`src/rtl/fifo_pkg.sv`:
```
// Purpose: shared types and helpers for the async FIFO family and its read-side adapters.
// Latency: n/a (package only).
// Backpressure: n/a (package only).
// Contents: default word width, default prefetch depth, occupancy type, gray/binary helpers.
package fifo_pkg;

    localparam int DEF_WIDTH     = 8;
    localparam int DEF_BUF_DEPTH = 3;

    // Occupancy count for the default prefetch depth (0..DEF_BUF_DEPTH).
    typedef logic [$clog2(DEF_BUF_DEPTH+1)-1:0] occ_t;

    function automatic logic [31:0] bin2gray(input logic [31:0] b);
        return b ^ (b >> 1);
    endfunction

    function automatic logic [31:0] gray2bin(input logic [31:0] g);
        logic [31:0] b;
        b[31] = g[31];
        for (int i = 30; i >= 0; i--) begin
            b[i] = b[i+1] ^ g[i];
        end
        return b;
    endfunction

endpackage

```
`src/rtl/fifo_rd_prefetch_buf.sv`:
```
// Purpose: BUF_DEPTH-entry circular register buffer holding prefetched FIFO words.
// Latency: push visible at head_data/occ one edge later; head_data is a plain register read.
// Backpressure: none internally; the caller never pushes when full nor pops when empty.
// Ports: clk/rst_n, push+push_data (write at tail), pop (advance head), clear (drop all),
//        head_data (oldest entry), occ (entries held).
module fifo_rd_prefetch_buf
    import fifo_pkg::*;
#(
    parameter int WIDTH     = DEF_WIDTH,
    parameter int BUF_DEPTH = DEF_BUF_DEPTH,
    localparam int OCC_W    = $clog2(BUF_DEPTH+1),
    localparam int PTR_W    = $clog2(BUF_DEPTH)
) (
    input  logic             clk,
    input  logic             rst_n,
    input  logic             push,
    input  logic [WIDTH-1:0] push_data,
    input  logic             pop,
    input  logic             clear,
    output logic [WIDTH-1:0] head_data,
    output logic [OCC_W-1:0] occ
);

    logic [WIDTH-1:0] mem [BUF_DEPTH];
    logic [PTR_W-1:0] head;
    logic [PTR_W-1:0] tail;

    // Explicit wrap so non-power-of-2 depths work.
    function automatic logic [PTR_W-1:0] ptr_next(input logic [PTR_W-1:0] p);
        return (p == PTR_W'(BUF_DEPTH-1)) ? '0 : p + PTR_W'(1);
    endfunction

    assign head_data = mem[head];

    always_ff @(posedge clk or negedge rst_n) begin
        if (!rst_n) begin
            head <= '0;
            tail <= '0;
            occ  <= '0;
            for (int i = 0; i < BUF_DEPTH; i++) begin
                mem[i] <= '0;
            end
        end else if (clear) begin
            // Clear wins over a same-edge push or pop: everything buffered is dropped.
            head <= tail;
            occ  <= '0;
        end else begin
            if (push) begin
                mem[tail] <= push_data;
                tail      <= ptr_next(tail);
            end
            if (pop) begin
                head <= ptr_next(head);
            end
            occ <= occ + OCC_W'(push) - OCC_W'(pop);
        end
    end

endmodule

```
`src/rtl/fifo_rd_stream_adapter.sv`:
```
// Purpose: turns the async FIFO read port (r_en + registered data_out) into a valid/ready stream.
// Latency: 2 edges from fifo_r_en to m_valid (issue, capture); one word per cycle sustained.
// Backpressure: m_ready low fills the prefetch buffer, then fifo_r_en stops; no m_ready->r_en path.
// Ports: r_clk/r_rst_n, flush, fifo_empty/fifo_data_out/fifo_r_en (FIFO side),
//        m_valid/m_ready/m_data (stream side), occupancy (buffered words), rd_count (words delivered).
module fifo_rd_stream_adapter
    import fifo_pkg::*;
#(
    parameter int WIDTH     = DEF_WIDTH,
    parameter int BUF_DEPTH = DEF_BUF_DEPTH,
    parameter int CNT_WIDTH = 16,
    localparam int OCC_W    = $clog2(BUF_DEPTH+1)
) (
    input  logic                 r_clk,
    input  logic                 r_rst_n,
    input  logic                 flush,
    input  logic                 fifo_empty,
    input  logic [WIDTH-1:0]     fifo_data_out,
    output logic                 fifo_r_en,
    output logic                 m_valid,
    input  logic                 m_ready,
    output logic [WIDTH-1:0]     m_data,
    output logic [OCC_W-1:0]     occupancy,
    output logic [CNT_WIDTH-1:0] rd_count
);

    logic             inflight;
    logic             discard;
    logic             push;
    logic             pop;
    logic [OCC_W-1:0] occ;
    logic [OCC_W:0]   committed;

    // Buffered plus in-flight words; issuing only while this is below depth
    // guarantees every word read from the FIFO has a slot waiting for it.
    assign committed = {1'b0, occ} + (OCC_W+1)'(inflight);

    assign fifo_r_en = r_rst_n && !fifo_empty && !flush
                       && (committed < (OCC_W+1)'(BUF_DEPTH));

    assign m_valid   = (occ != '0);
    assign pop       = m_valid && m_ready;
    // A word arriving in a flush cycle, or already marked for discard, is dropped.
    assign push      = inflight && !discard && !flush;
    assign occupancy = occ;

    fifo_rd_prefetch_buf #(
        .WIDTH     (WIDTH),
        .BUF_DEPTH (BUF_DEPTH)
    ) u_buf (
        .clk       (r_clk),
        .rst_n     (r_rst_n),
        .push      (push),
        .push_data (fifo_data_out),
        .pop       (pop),
        .clear     (flush),
        .head_data (m_data),
        .occ       (occ)
    );

    always_ff @(posedge r_clk or negedge r_rst_n) begin
        if (!r_rst_n) begin
            inflight <= 1'b0;
            discard  <= 1'b0;
            rd_count <= '0;
        end else begin
            inflight <= fifo_r_en;
            discard  <= flush && inflight;
            // A handshake in a flush cycle still counts as delivered.
            if (pop) begin
                rd_count <= rd_count + CNT_WIDTH'(1);
            end
        end
    end

endmodule

```
`config.mk`:
```
export PLATFORM = sky130hd
export DESIGN_NAME = fifo_rd_stream_adapter
export DESIGN_NICKNAME = d
export VERILOG_FILES = /design/src/rtl/fifo_pkg.sv /design/src/rtl/fifo_rd_prefetch_buf.sv /design/src/rtl/fifo_rd_stream_adapter.sv
export SDC_FILE = /design/constraint.sdc
export NUM_CORES = 1
export LEC_CHECK = 0
export BUFFER_PORTS_ARGS = -buffer_cell sky130_fd_sc_hd__buf_2
export CORE_MARGIN = 2
export CORE_UTILIZATION = 57
export CTS_BUF_LIST = sky130_fd_sc_hd__clkbuf_8
export DETAILED_ROUTE_END_ITERATION = 10
export GPL_TIMING_DRIVEN = 0
export PLACE_DENSITY = 0.79
export SYNTH_ARGS = -nofsm -noshare
export SYNTH_HDL_FRONTEND = slang
export SYNTH_SLANG_ARGS = --single-unit
```
`constraint.sdc`:
```
create_clock -name r_clk -period 2.2 [get_ports r_clk]
set_input_delay 0.44 -clock r_clk [delete_from_list [all_inputs] [get_ports r_clk]]
set_output_delay 0.44 -clock r_clk [all_outputs]
set_load 0.05 [all_outputs]
```
==> flow_results.org <==
** Outcome
- The run finished, with violations left.
- The final reports fail on negative setup slack.

** Floorplan
- Floorplan die area :: 4380 µm²
- Effective utilization at floorplan :: 59.7%
- The die is 66.2 µm wide.
- Row count :: 22
- For this design the top-level I/O count stands at 41.
- Core region area :: 3690 µm²
- Die Span Y :: 66.2 µm

** Critical path
- Critical Path Max Stage Delay :: 0.49 ns
- WS Path Type :: reg -> out
- Data on the critical path is required at its endpoint by 1.76 ns.
- In this run the worst path has a maximum fanout of 2.
- In this design, the critical path's most frequently occurring cell is sky130_fd_sc_hd__ha_4.
- Kind of capture point of the worst setup path :: primary output
- The signal on the critical path passes through ha_4 > ha_4 > or4b_4 > a21oi_4 > buf_6.
- On the critical path, the stage with the largest delay is an instance of sky130_fd_sc_hd__or4b_4.
- Launching element type of the critical path :: flop
- For the worst setup path, the data arrival time is 1.85 ns.

** Yosys
- Number of enable-type register cells in the synthesized netlist :: 0
- Ys Warns :: 0
- The share of synthesized area in the top cell type comes to 54.5%.
- Dividing the synthesized area by the synthesized cell count gives 12.2 µm².
- In the synthesized netlist the dominant register cell turns out to be sky130_fd_sc_hd__dfrtp_1.
- The commonest cells after synthesis are sky130_fd_sc_hd__dfrtp_1 (48), sky130_fd_sc_hd__mux2_2 (24), sky130_fd_sc_hd__nand2_1 (22).
- In this run, synthesis produced a sequential element count of 48.
- Synthesized cell area :: 2200 µm²
- By instance count, the leading cell after synthesis is sky130_fd_sc_hd__dfrtp_1.
- In the synthesized netlist the async set-or-reset flop fraction comes to 100%.
- Of all cell types, the one taking the most synthesized area is sky130_fd_sc_hd__dfrtp_1.
- Mapped Nets :: 198
- Dominant cells by area after synthesis :: sky130_fd_sc_hd__dfrtp_1 (55%), sky130_fd_sc_hd__mux2_2 (12%), sky130_fd_sc_hd__mux2i_1 (4.1%), sky130_fd_sc_hd__xnor2_1 (4.0%), sky130_fd_sc_hd__nand2_1 (3.8%)
- Number of unique standard cell types used by synthesis :: 33
- Post-Syn Instances :: 180
- Seq/Total Area, Yosys :: 54.5%

** Clock tree
- Counting the buffers created by CTS gives 5.
- The later pin in the worst-skew pair is clocked with a latency of 0.30 ns.
- Cts hold-fix bufs :: 0
- Counting every sink on the clock net gives 48.
- The tree is rooted in a sky130_fd_sc_hd__clkbuf_8.
- H-tree depth reported by CTS :: 2
- After clock tree synthesis, the clock-pin slew on the worst setup and hold paths is 0.09 ns.
- Maximum number of buffers from clock root to sink :: 2
- TritonCTS built the clock tree.

** Final layout
- Final non-filler cell total :: 277
- Antenna diode instance count :: 0
- The area growth from synthesis to layout is 20.9%.
- After the last flow step, the layout net total stands at 247.
- Combined flip-flop and latch cell area :: 1200 µm²
- Share of cells above drive strength 1 :: 39.3%
- After filler insertion, the fill cell instance count of the layout stands at 266.
- The multi-input combinational cells in the finished layout cover a total of 995 µm².

** Power and ir drop
- Pwr/cell area :: 1450 nW/µm²
- After layout, the design draws a total of 3.86 mW.
- The analysis attributes to cell leakage a power of 1.38 nW.
- Worst vdd rail ir drop :: 0.000927 V

** Placed design
- Timing analysis after detailed placement gives a worst setup slack of -0.622 ns.
- Including well taps, the total number of placed cells is 268.
- Half-perimeter wire length after detailed placement :: 2820 µm
- At the end of routability-driven placement, the weighted congestion stood at 0.753.
- Port bufs :: 40

** Timing
- Setup-failing EPs final :: 1
- Crit path time final :: 2.29 ns
- In this run the tightest slew margin relative to its limit is 58.7%.
- The number of pins exceeding their max-slew limit in the final report is 0.
- The worst path uses 104% of the clock period.
- Setup repair after global routing could not meet its margin everywhere.
- Maximum achievable frequency :: 436 MHz
- Worst Setup Slack, final :: -0.0929 ns
- The final hold violation count is 0.
- On the final layout, the worst clock skew is 0.0123 ns.
- Setup total negative slack on the finished layout was measured at -0.0929 ns.
- Worst Max-Slew Pin Slew :: 0.615 ns

** Detailed routing
- Count of TritonRoute iterations in the first routing pass :: 4
- DRC violation count after routing :: 0
- Routed Wire Length :: 4080 µm
- In this run the remaining antenna-violating nets after routing total 0.
- Detailed router's first-iteration violation count :: 63
- Dividing the detail-routed wire length by the instance count gives 14.7 µm.
- Number of vias in the routed layout :: 1,473
- Using the TritonRoute via totals, the vias-per-cell ratio works out to 5.32.

** Global route
- Entering global routing, the biggest net connects 50 pins.
- The first global-routing pass estimated 7130 µm of wire.
- Overflow left after global routing :: 0
- Via count of the first global-routing pass :: 1,512
- Global routing usage summed across all routing layers :: 22.0%
- Number of antenna violations at the first check in global routing :: 0

** Hold path
- Hold crit path type :: in -> async

** Run
- Number of max-cap violations :: 0
==> repair_timing <==
action | CTS | global route
setup buffers | 2 | 0
setup endpoints to repair | 8 | 8
resized for setup | 9 | 2
==> report_power, final <==
group / internal (mW) / total (mW) / switching (mW)
logic: 0.580 / 1.74 / 1.16
registers: 1.17 / 1.40 / 0.227
clock network: 0.447 / 0.724 / 0.277
==> cell usage in the layout, fill, tap and decap left out, types with 5 or more instances in the layout <==
cell,instances
sky130_fd_sc_hd__dfrtp_1,47
sky130_fd_sc_hd__buf_2,39
sky130_fd_sc_hd__mux2_2,24
sky130_fd_sc_hd__nand2_1,22
sky130_fd_sc_hd__xnor2_1,10
sky130_fd_sc_hd__o21ai_1,9
sky130_fd_sc_hd__mux2i_1,9
sky130_fd_sc_hd__xor2_1,7
sky130_fd_sc_hd__nor2_1,6
sky130_fd_sc_hd__inv_1,5
sky130_fd_sc_hd__nand3_1,5
sky130_fd_sc_hd__clkbuf_8,5
==> metrics by stage <==
stage	utilization, %	hold slack (ns)	instance area [µm²]
global placement	67.1	0.456	2470
global route	72.2	0.0771	2660
finish	72.2	0.0496	2660
floorplan	-	0.144	2210
detailed placement	67.1	0.471	2470
CTS	72.0	0.159	2660
==> flip-flops by register name (all words and copies together), names as in the netlist <==
name and cells:
discard 1, rd_count 16, u_buf.head 2, u_buf.tail 2, u_buf.mem 24, inflight 1
u_buf.occ 2
==> metal layers <==
layer / track usage (%) / vias up / routed length, µm
li1: - / 711 / -
met1: 26.5 / 726 / 1670
met2: 40.1 / 31 / 2180
met3: 4.43 / 5 / 189
met4: 5.36 / 0 / 35
met5: 0 / - / 0
==> cell type report <==
class                           instances  area share, %
Sequential cell                        48           45.2
Multi-Input combinational cell        122           37.4
Timing Repair Buffer                   42           8.55
Clock buffer                            5           2.58
Clock inverter                          2           2.26
Tap cell                               48           2.26
Buffer                                  5           1.13
Inverter                                5          0.705
==> worst max-delay path: cells and delay by family, from the launching register on <==
kind / cells / cell delay [ns]
simple gates: 1 / 0.49
flops: 1 / 0.43
fa+ha+maj: 2 / 0.32
buf+inv: 1 / 0.17
compound gates: 1 / 0.14
==> final timing paths <==
| path | from | end | slack, ns | cells past startpoint |
|---|---|---|---|---|
| worst max register to register | u_buf.occ[0]$_DFF_PN0_ | u_buf.occ[0]$_DFF_PN0_ | 0.25 | 7 |
| max in group asynchronous | r_rst_n | u_buf.occ[0]$_DFF_PN0_ | 1.81 | 1 |
| min in group r_clk | fifo_data_out[2] | u_buf.mem[18]$_DFFE_PN0P_ | 0.40 | 2 |
| worst min-delay path | r_rst_n | rd_count[7]$_DFFE_PN0P_ | 0.05 | 1 |
| worst max-delay path | u_buf.occ[0]$_DFF_PN0_ | fifo_r_en | -0.09 | 5 |
| worst min register to register | rd_count[15]$_DFFE_PN0P_ | rd_count[15]$_DFFE_PN0P_ | 0.48 | 1 |
==> logic make-up (layout without fill, tap and decap cells) <==
group / Yosys count / in the layout / synth area share, %
AND/OR/NAND/NOR: 52 / 52 / 13.5
adder cells (fa/ha/maj): 5 / 5 / 2.84
XOR/XNOR: 17 / 17 / 6.76
multiplexers: 33 / 33 / 16.4
flip-flops: 48 / 48 / 54.5
buffers and inverters: 10 / 59 / 2.10
AO/OA/AOI/OAI: 15 / 15 / 3.86
Power figures use the tool's default switching activity.
